**src/rtl/alarm_fsm.sv**
```systemverilog
// Alarm arming controller: keypad code submit, exit/entry delays and wrong-code lockout.
// All outputs are registered and reflect the state chosen at the edge that sees the event.
//
// state      | meaning
// S_UNARMED  | disarmed, sensors ignored, state=00
// S_EXIT     | exit delay running after a good code, state=00
// S_ARMED    | armed and watching sensors, state=01
// S_ENTRY    | entry delay after a sensor trip, state=01
// S_ALARM    | alarm latched until a good code, state=10
module alarm_fsm #(
    parameter logic [3:0] CODE        = 4'b1010,
    parameter int         EXIT_DELAY  = 16,
    parameter int         ENTRY_DELAY = 16,
    parameter int         N_SENSORS   = 4,
    parameter int         MAX_FAILS   = 3
) (
    input  logic                 clk,
    input  logic                 rst,
    input  logic [3:0]           code,
    input  logic                 enter,
    input  logic [N_SENSORS-1:0] sensors,
    output logic [1:0]           state,
    output logic                 exit_pending,
    output logic                 entry_pending,
    output logic                 bad_code
);

    localparam int MAX_DELAY = (EXIT_DELAY > ENTRY_DELAY) ? EXIT_DELAY : ENTRY_DELAY;
    localparam int CW        = $clog2(MAX_DELAY + 1);

    localparam logic [CW-1:0] EXIT_LOAD  = CW'(EXIT_DELAY - 1);
    localparam logic [CW-1:0] ENTRY_LOAD = CW'(ENTRY_DELAY - 1);
    localparam logic [2:0]    FAIL_LIMIT = 3'(MAX_FAILS);

    localparam logic [2:0] S_UNARMED = 3'd0;
    localparam logic [2:0] S_EXIT    = 3'd1;
    localparam logic [2:0] S_ARMED   = 3'd2;
    localparam logic [2:0] S_ENTRY   = 3'd3;
    localparam logic [2:0] S_ALARM   = 3'd4;

    logic [2:0]    fsm, fsm_nxt;
    logic [CW-1:0] cnt, cnt_nxt, cnt_dec;
    logic [2:0]    fails, fails_nxt, fails_plus;
    logic          enter_q;
    logic          enter_ok;
    logic          submit, good, bad;
    logic          fail_inc, limit_hit, tripped;
    logic [1:0]    state_nxt;
    logic          exit_nxt, entry_nxt;

    // enter_ok blocks a submit until enter has been seen low once after reset,
    // so a key held through reset is not taken as a fresh press.
    assign submit  = enter && !enter_q && enter_ok;
    assign good    = submit && (code == CODE);
    assign bad     = submit && (code != CODE);
    assign tripped = |sensors;

    assign cnt_dec    = (cnt == '0) ? cnt : (cnt - CW'(1));
    assign fails_plus = (fails >= FAIL_LIMIT) ? fails : (fails + 3'd1);
    assign fail_inc   = bad && ((fsm == S_ARMED) || (fsm == S_ENTRY));
    assign limit_hit  = fail_inc && (fails_plus == FAIL_LIMIT);

    always_comb begin
        fsm_nxt   = fsm;
        cnt_nxt   = cnt;
        fails_nxt = fail_inc ? fails_plus : fails;

        case (fsm)
            S_UNARMED: begin
                if (good) begin
                    fsm_nxt = S_EXIT;
                    cnt_nxt = EXIT_LOAD;
                end
            end
            S_EXIT: begin
                if (good)
                    fsm_nxt = S_UNARMED;
                else if (cnt == '0)
                    fsm_nxt = S_ARMED;
                else
                    cnt_nxt = cnt_dec;
            end
            S_ARMED: begin
                if (good)
                    fsm_nxt = S_UNARMED;
                else if (limit_hit)
                    fsm_nxt = S_ALARM;
                else if (tripped) begin
                    fsm_nxt = S_ENTRY;
                    cnt_nxt = ENTRY_LOAD;
                end
            end
            S_ENTRY: begin
                if (good)
                    fsm_nxt = S_UNARMED;
                else if (limit_hit)
                    fsm_nxt = S_ALARM;
                else if (cnt == '0)
                    fsm_nxt = S_ALARM;
                else
                    cnt_nxt = cnt_dec;
            end
            S_ALARM: begin
                if (good)
                    fsm_nxt = S_UNARMED;
            end
            default: begin
                fsm_nxt = S_UNARMED;
            end
        endcase

        if (fsm_nxt == S_UNARMED) begin
            fails_nxt = '0;
            cnt_nxt   = '0;
        end
    end

    always_comb begin
        state_nxt = 2'b00;
        exit_nxt  = 1'b0;
        entry_nxt = 1'b0;
        case (fsm_nxt)
            S_EXIT:  exit_nxt = 1'b1;
            S_ARMED: state_nxt = 2'b01;
            S_ENTRY: begin
                state_nxt = 2'b01;
                entry_nxt = 1'b1;
            end
            S_ALARM: state_nxt = 2'b10;
            default: state_nxt = 2'b00;
        endcase
    end

    always_ff @(posedge clk or posedge rst) begin
        if (rst) begin
            fsm           <= S_UNARMED;
            cnt           <= '0;
            fails         <= '0;
            enter_q       <= 1'b0;
            enter_ok      <= 1'b0;
            state         <= 2'b00;
            exit_pending  <= 1'b0;
            entry_pending <= 1'b0;
            bad_code      <= 1'b0;
        end else begin
            fsm           <= fsm_nxt;
            cnt           <= cnt_nxt;
            fails         <= fails_nxt;
            enter_q       <= enter;
            enter_ok      <= enter_ok || !enter;
            state         <= state_nxt;
            exit_pending  <= exit_nxt;
            entry_pending <= entry_nxt;
            bad_code      <= bad;
        end
    end

endmodule

```
**config.mk**
```make
export PLATFORM = sky130hd
export DESIGN_NAME = alarm_fsm
export DESIGN_NICKNAME = d
export VERILOG_FILES = /design/src/rtl/alarm_fsm.sv
export SDC_FILE = /design/constraint.sdc
export NUM_CORES = 1
export LEC_CHECK = 0
export BUFFER_PORTS_ARGS = -buffer_cell sky130_fd_sc_hd__clkbuf_2
export CAP_MARGIN = 20
export CORE_MARGIN = 5
export CORE_UTILIZATION = 45
export CTS_BUF_LIST = sky130_fd_sc_hd__clkbuf_8
export DETAILED_ROUTE_END_ITERATION = 16
export GPL_ROUTABILITY_DRIVEN = 0
export PLACE_DENSITY = 0.63
export SYNTH_ARGS = -nofsm -noshare
export SYNTH_HDL_FRONTEND = slang
export SYNTH_SLANG_ARGS = --single-unit
```
**constraint.sdc**
```tcl
create_clock -name clk -period 2.5 [get_ports clk]
set_input_delay 0.25 -clock clk [delete_from_list [all_inputs] [get_ports clk]]
set_output_delay 0.25 -clock clk [all_outputs]
set_load 0.02 [all_outputs]
```
After elaboration in Yosys (flattened, before gate mapping) --
Index checks and enable logic that the tools add are counted.
Word-level totals: register bits 18, input port bits 11, output and inout port bits 5
Operators by class: add/sub/neg operators 2, order comparisons 1, eq/ne operators 18, muxes and demuxes 27, reduce and logical (&&, ||, !) cells 18
Operators with widths (count):
- 2-to-1 mux 5 bit | 9
- 2-to-1 mux 3 bit | 13
- one-hot mux 5 bit (4 select lines) | 1
- == test 3 x 2 -> 1 bit, second input constant | 5
- inequality test 3 x 2 -> 1 bit, second input constant | 5
- one-hot mux 3 bit (5 select lines) | 1
- AND reduction 8 bit | 1
- == test 3 x 1 -> 1 bit, second input constant | 2
- == test 3 bit, second input constant | 2
- logical AND 1 bit | 6
- logical NOT 3 bit | 2
- inequality test 3 bit, second input constant | 2
- logical NOT 5 bit | 1
- nonzero test 5 bit | 1
- subtractor 5 x 1 -> 5 bit, second input constant | 1
- == test 4 bit, second input constant | 1
- inequality test 4 bit, second input constant | 1
- one-hot mux 2 bit (2 select lines) | 1
- OR reduction 4 bit | 1
- adder 3 x 1 -> 3 bit, second input constant | 1
- greater-or-equal comparator 3 x 2 -> 1 bit, second input constant | 1
- logical NOT 1 bit | 2
- logical OR 1 bit | 2
- 2-to-1 mux 1 bit | 2
- other kinds (2) | 2

Logic depth before layout (Yosys ltp) --
Gate-level depths: netlist of the first run.
word-level depth 12, depth in mapped cells 7, mapped depth without buffers 7

Worst setup path after synthesis of the first run --
No wires, ideal clock.
kind register to register, from register cnt[0], to register cnt[4], arrival 1.579 ns, data required time 2.382 ns, path slack 0.802 ns, stages on the path, launching flop included 8, buffers on the path 0, cells stage by stage dfrtp_1 > inv_1 > ha_1 > nor4b_2 > and2_4 > nor4_4 > a21oi_2 > a21o_1
Between the ends: word-level cells in the longest chain between the ends 8
RTL lines:
- start, declared | line 42 | logic [CW-1:0] cnt, cnt_nxt, cnt_dec;
- start signal, assigned | line 147 | cnt <= cnt_nxt;
- logical NOT 5 bit | line 58, 78, 98
- 2-to-1 mux 3 bit | line 98 | else if (cnt == '0)
- 2-to-1 mux 3 bit | line 96 | else if (limit_hit)
- 2-to-1 mux 3 bit | line 94 | if (good)
- one-hot mux 3 bit (5 select lines) | line 68 | case (fsm)
- logical NOT 3 bit | line 112 | if (fsm_nxt == S_UNARMED) begin
- inequality test 3 x 2 -> 1 bit (no source line), or another cell as far along
- AND reduction 8 bit (no source line)
Several ways; a longest one is shown, not always the timed one. The select of a mux whose other input is x is not followed. A chain may end at the register's enable or synchronous reset.

Worst setup path in the final report of the first run --
Ends and elaborated chain as after synthesis.

==> impl_metrics.toml, run 1 <==
[worst_setup_path]
critPathBufInv = 1
cp-end-kind = "flop"
required_ps = 2650
crit_chain = "inv_1 > ha_1 > nor4b_2 > and2_4 > nor4_4 > a21oi_2 > a21o_1"
worst-path-max-fanout = 4
crit_slowest_cell = "dfrtp_1"
critical-path-max-stage-delay_ps = 400
crit_path_start_kind = "flop"
path_class = "reg2reg"
crit_family = "simple AND/OR/NAND/NOR gates"
crit_arrival_ps = 1990

[sta]
finalCriticalPeriod_ps = 1839
setup_viol = 0
rsz0062_at_grt = "no"
maxSlewHeadroom = 0.5422
setup_slack_ps = 661.1
min_period_over_period = 0.7356
hold_viol_final = 0
finalClockSkew_ps = 2.816
fin_tns_setup_ps = 0
tightest_slew_ps = 685.9
hold_ws_ps = 68.98
fmax_ghz = 0.5438
final_max_slew_viol_count = 0

[global_routing]
grt_pass1_vias = 833
overflow = 0
gr-usage-met3 = 0.02450
use_met1 = 0.1793
use_met2 = 0.2242
grt_max_degree = 19
grt_pass1_wl_um = 3643
antenna_found_initial = 0
gr-usage-all-layers = 0.1403
grt.busiest_layer = "met2"

[cts]
cts-resized-gates = 0
post_cts_buffers = 0
cts_root_buf = "clkbuf_8"
htreeDepth = 1
numCtsBuffers = 3
clock-sinks = 18
cts_tree = "built"
insertion_delay_ps = 260
hold_buffers = 0
clkTransAtPathRegs_ps = 70
cts_buffer_depth = 2

[yosys]
syn_inst = 97
ys_ff_latch = 18
async_flop_share = 1.000
avgSynthCellArea_um2 = 10.56
synth_top_family_by_area = "simple AND/OR/NAND/NOR gates"
synth_mux_area_frac = 0.009768
synth_edf_count = 0
syn_nets = 112
synthFlopType = "dfrtp_1"
synthesis.area_mm2 = 0.001025
synthSimpleGateAreaFrac = 0.2857
synth-compound-area-share = 0.1746
ys_seq_area_frac = 0.4396
synthXorXnorAreaFrac = 0.008547
ys_types = 42
synthAdderAreaFrac = 0.04884
yosysWarnings = 0

[floorplan]
io_pins = 16
num_rows = 17
die-area_mm2 = 0.003332
fp.dieW_um = 57.72
core_area_mm2 = 0.002191
start_util = 0.4677
die_h_um = 57.72

[power]
pwr-share-clk = 0.181
swShare = 0.3940
p_int_uw = 809.5
power_frac_comb = 0.445
p_sw_uw = 526.4
peakVddDrop_mv = 0.4526
seqPwrFrac = 0.374
p_leak_nw = 0.5444
total_power_mw = 1.336
power.density_mw_per_mm2 = 1134

[route]
drt_iter0_drc = 8
drtPass1Iterations = 4
dr_total_vias = 798
viasPerCell = 5.580
drc = 0
drt-wirelength-per-cell_um = 13.92
totalWireLength_um = 1990
antenna_left = 0

[layout]
final_net_count = 131
final_cell_mix = "dfrtp_1 (18), clkbuf_2 (15), nor2_1 (11), nand2_1 (8)"
mostFrequentLayoutCell = "dfrtp_1"
n_antenna_cell = 0
drive_gt1_frac = 0.2957
finalNonFillerCells = 143
syn2layout_area_growth_pct = 15.02

[status]
outcome = "finished clean"

[placement]
hpwl_um = 1500
io_buffer_count = 15
numPlacedInstances = 139
post-place-ws_ps = 674.2

[job]
maxCapViolations = 0

[min_path]
hold_class = "in2async"
## metal layers
metal	routed length, um	vias up
li1	-	386
met1	920	387
met2	925	20
met3	100	5
met4	44	0
met5	0	-
## Yosys cell counts (all sizes together), types with 2 or more instances
library cell | number | share of area
a21oi | 8 | 0.054
a221oi | 2 | 0.023
a2bb2oi | 3 | 0.032
a31o | 2 | 0.017
dfrtp | 18 | 0.44
ha | 4 | 0.049
inv | 6 | 0.022
nand2 | 8 | 0.029
nand2b | 3 | 0.018
nor2 | 12 | 0.046
nor2b | 2 | 0.012
nor3 | 3 | 0.015
nor4b | 4 | 0.055
o21ai | 3 | 0.018
or2 | 2 | 0.015
## cell families (layout without fill, tap and decap cells)
kind of cell / after synthesis / count (layout)
buf+inv: 7 / 25
simple gates: 44 / 44
mux: 1 / 1
fa+ha+maj: 4 / 4
flops: 18 / 18
xor+xnor: 1 / 1
compound gates: 22 / 22
## final timing paths
kind	slack (ps)	from	to	cells after the start
min	70	rst	fails[2]	2
min in group clk	140	enter	enter_q	1
max	660	cnt[0]	cnt[4]	7
max in group asynchronous	1990	rst	cnt[1]	2
max reg2reg	660	cnt[0]	cnt[4]	7
min reg2reg	490	enter_ok	enter_ok	1
## power by group through the flow
stage | logic (mW) | clock network (mW) | registers (mW)
6_report | 0.595 | 0.241 | 0.500
3_3_place_gp | 0.588 | 0 | 0.502
2_1_floorplan | 0.457 | 0 | 0.509
4_1_cts | 0.604 | 0.248 | 0.498
5_1_grt | 0.678 | 0.259 | 0.520
3_5_place_dp | 0.600 | 0 | 0.503
## per-stage QoR
stage          utilization  cell area (um2)
6_report            0.5380             1179
5_1_grt             0.5380             1179
4_1_cts             0.5380             1179
3_5_place_dp        0.5129             1124
3_3_place_gp        0.5129             1124
2_1_floorplan            -             1025
## flip-flops by register name, summed over array words and instances (netlist names)
signal and count:
exit_pending 1, state 2, fsm 3, enter_ok 1
enter_q 1, cnt 5, fails 3, bad_code 1
entry_pending 1
## cell type report
cell class,count,area (um2)
Sequential cell,18,450.4
Inverter,6,22.52
Tap cell,28,35.03
Fill cell,191,1012
Timing Repair Buffer,15,75.07
Multi-Input combinational cell,72,540.5
Clock buffer,4,55.05
Power figures use the tool's default switching activity.
==> run 2, diff against run 1 <==
==> constraint.sdc (replaced) <==
create_clock -name clk -period 1.8 [get_ports clk]
set_input_delay 0.18 -clock clk [delete_from_list [all_inputs] [get_ports clk]]
set_output_delay 0.18 -clock clk [all_outputs]
set_load 0.02 [all_outputs]
==> run 2 against run 1 <==
  * The run now ends with negative hold slack left
  * Register-to-register slack worse by 600 ps
  * Routed wire length grew 21%
  * Combinational power up 98%
  * Cell area increased by 15%
  * Total power grew 66%
  * Die area unchanged
  * Final cell count up 8.4%
  * Worst hold slack got worse by 80 ps
  * Count of clock-buffer cells in the layout unchanged
  * Critical path depth did not move
  * Via count up 7.3%
  * Sequential share of layout area shrank 4.9 points
  * Critical endpoint unchanged
  * Largest power group unchanged
  * Highest routed layer unchanged
==> impl_metrics.toml, run 2 (same netlist as run 1, synthesis figures left out) <==
[layout]
regMostFlops = "cnt"
finalNonFillerCells = 155
final_net_count = 143
final_cell_mix = "dfrtp_1 (18), clkbuf_2 (15), buf_4 (11), nor2_1 (9), nand2_1 (8)"
n_antenna_cell = 0
final_area_mm2 = 0.001350
syn2layout_area_growth_pct = 31.75
drive_gt1_frac = 0.4409
mostFrequentLayoutCell = "dfrtp_1"
largest_reg_flops = 5
largestRegisters = "cnt x5, fails x3, fsm x3"

[cts]
clkTransAtPathRegs_ps = 70
clock-sinks = 18
cts_buffer_depth = 2
htreeDepth = 1
cts_root_buf = "clkbuf_8"
cts_tree = "built"
numCtsBuffers = 3
insertion_delay_ps = 260

[global_routing]
gr-usage-all-layers = 0.1485
use_met2 = 0.2468
overflow = 0
use_met1 = 0.1884
grt_pass1_vias = 862
gr-usage-met3 = 0.03563
grt_max_degree = 19
grt.busiest_layer = "met2"
grt_pass1_wl_um = 3857
antenna_found_initial = 0

[placement]
numPlacedInstances = 151
hpwl_um = 1772
io_buffer_count = 15
place_area_mm2 = 0.001214

[floorplan]
start_util = 0.4677
fp.dieW_um = 57.72
io_pins = 16
core_area_mm2 = 0.002191
die_h_um = 57.72
die-area_mm2 = 0.003332
num_rows = 17

[worst_setup_path]
r2r_slack_ps = 60
worst-path-max-fanout = 5
crit_slowest_cell = "nor4_4"
r2r-end = "cnt[4]"
critPathBufInv = 1
cp-end-kind = "flop"
rr_startpoint = "cnt[1]"
r2r_cells = 7
path_class = "reg2reg"
crit_chain = "inv_2 > ha_4 > nor4b_4 > and2_4 > nor4_4 > a21oi_2 > a21o_1"
crit_arrival_ps = 1890
crit_path_start_kind = "flop"
crit_family = "simple AND/OR/NAND/NOR gates"
required_ps = 1960
critical-path-max-stage-delay_ps = 440
cp_num_cells = 7

[sta]
hold_viol_final = 18
tightest_slew_ps = 687.5
fin_tns_setup_ps = 0
fmax_ghz = 0.5762
finalCriticalPeriod_ps = 1735
final_max_slew_viol_count = 0
setup_viol = 0
min_period_over_period = 0.9641
rsz0062_at_grt = "yes"
finalClockSkew_ps = 3.462
maxSlewHeadroom = 0.5412
hold_ws_ps = -10.84

[power]
p_int_mw = 1.316
power_frac_comb = 0.532
peakVddDrop_mv = 1.037
swShare = 0.4067
power.density_mw_per_mm2 = 1643
pwr-share-clk = 0.156
seqPwrFrac = 0.312
p_sw_uw = 902.4
p_leak_nw = 0.6148

[route]
viasPerCell = 5.523
totalWireLength_um = 2412
dr_total_vias = 856
drtPass1Iterations = 4
drt-wirelength-per-cell_um = 15.56
drt_iter0_drc = 16
drc = 0
antenna_left = 0

[job]
maxCapViolations = 0

[status]
violations = "negative hold slack"
outcome = "finished, violations left"

[min_path]
hold_class = "in2async"
run 2: worst max path at each step:
stage	start	to	slack (ps)
floorplan	cnt[0]	cnt[4]	100
detailed placement	cnt[1]	fails[1]	-50
CTS	cnt[1]	cnt[1]	0.6
finish	cnt[1]	cnt[4]	60
global placement	cnt[1]	exit_pending	30
global route	fsm[1]	cnt[1]	-30
run 2: power by group through the flow:
stage / logic (mW) / clock network (mW) / registers (mW)
floorplan: 0.635 / 0 / 0.707
global placement: 1.00 / 0 / 0.670
detailed placement: 1.04 / 0 / 0.674
CTS: 1.07 / 0.343 / 0.675
global route: 1.29 / 0.369 / 0.710
finish: 1.18 / 0.346 / 0.693
run 2: area by class of cell:
cell class	instances	area, um2
inverters	6	22.52
well taps	28	35.03
fillers	195	840.8
multi-input cells	73	629.4
repair buffers	26	157.7
clock buffers	4	55.05
flip-flops and latches	18	450.4
run 2: stage by stage:
step / total power [mW] / utilization / hold WS (ps) / worst slack (ps)
floorplan: 1.342 / - / 118.6 / 102.4
global placement: 1.674 / 0.5540 / 296.7 / 32.73
detailed placement: 1.716 / 0.5540 / 306.4 / -52.54
CTS: 2.087 / 0.5865 / 29.81 / 0.6246
global route: 2.364 / 0.6162 / 67.96 / -29.62
finish: 2.219 / 0.6162 / -10.84 / 64.55
run 2: layer usage:
layer,up-vias,share of wire
li1,414,-
met1,416,0.45
met2,21,0.50
met3,5,0.041
met4,0,0.013
met5,-,0
run 2: repair_timing:
action,4_1_cts,5_1_grt
endpoints found under the setup margin,10,12
hold buffers,0,0
resized for setup,2,13
gates cloned,0,1
setup buffers,0,2
pin swaps,1,9
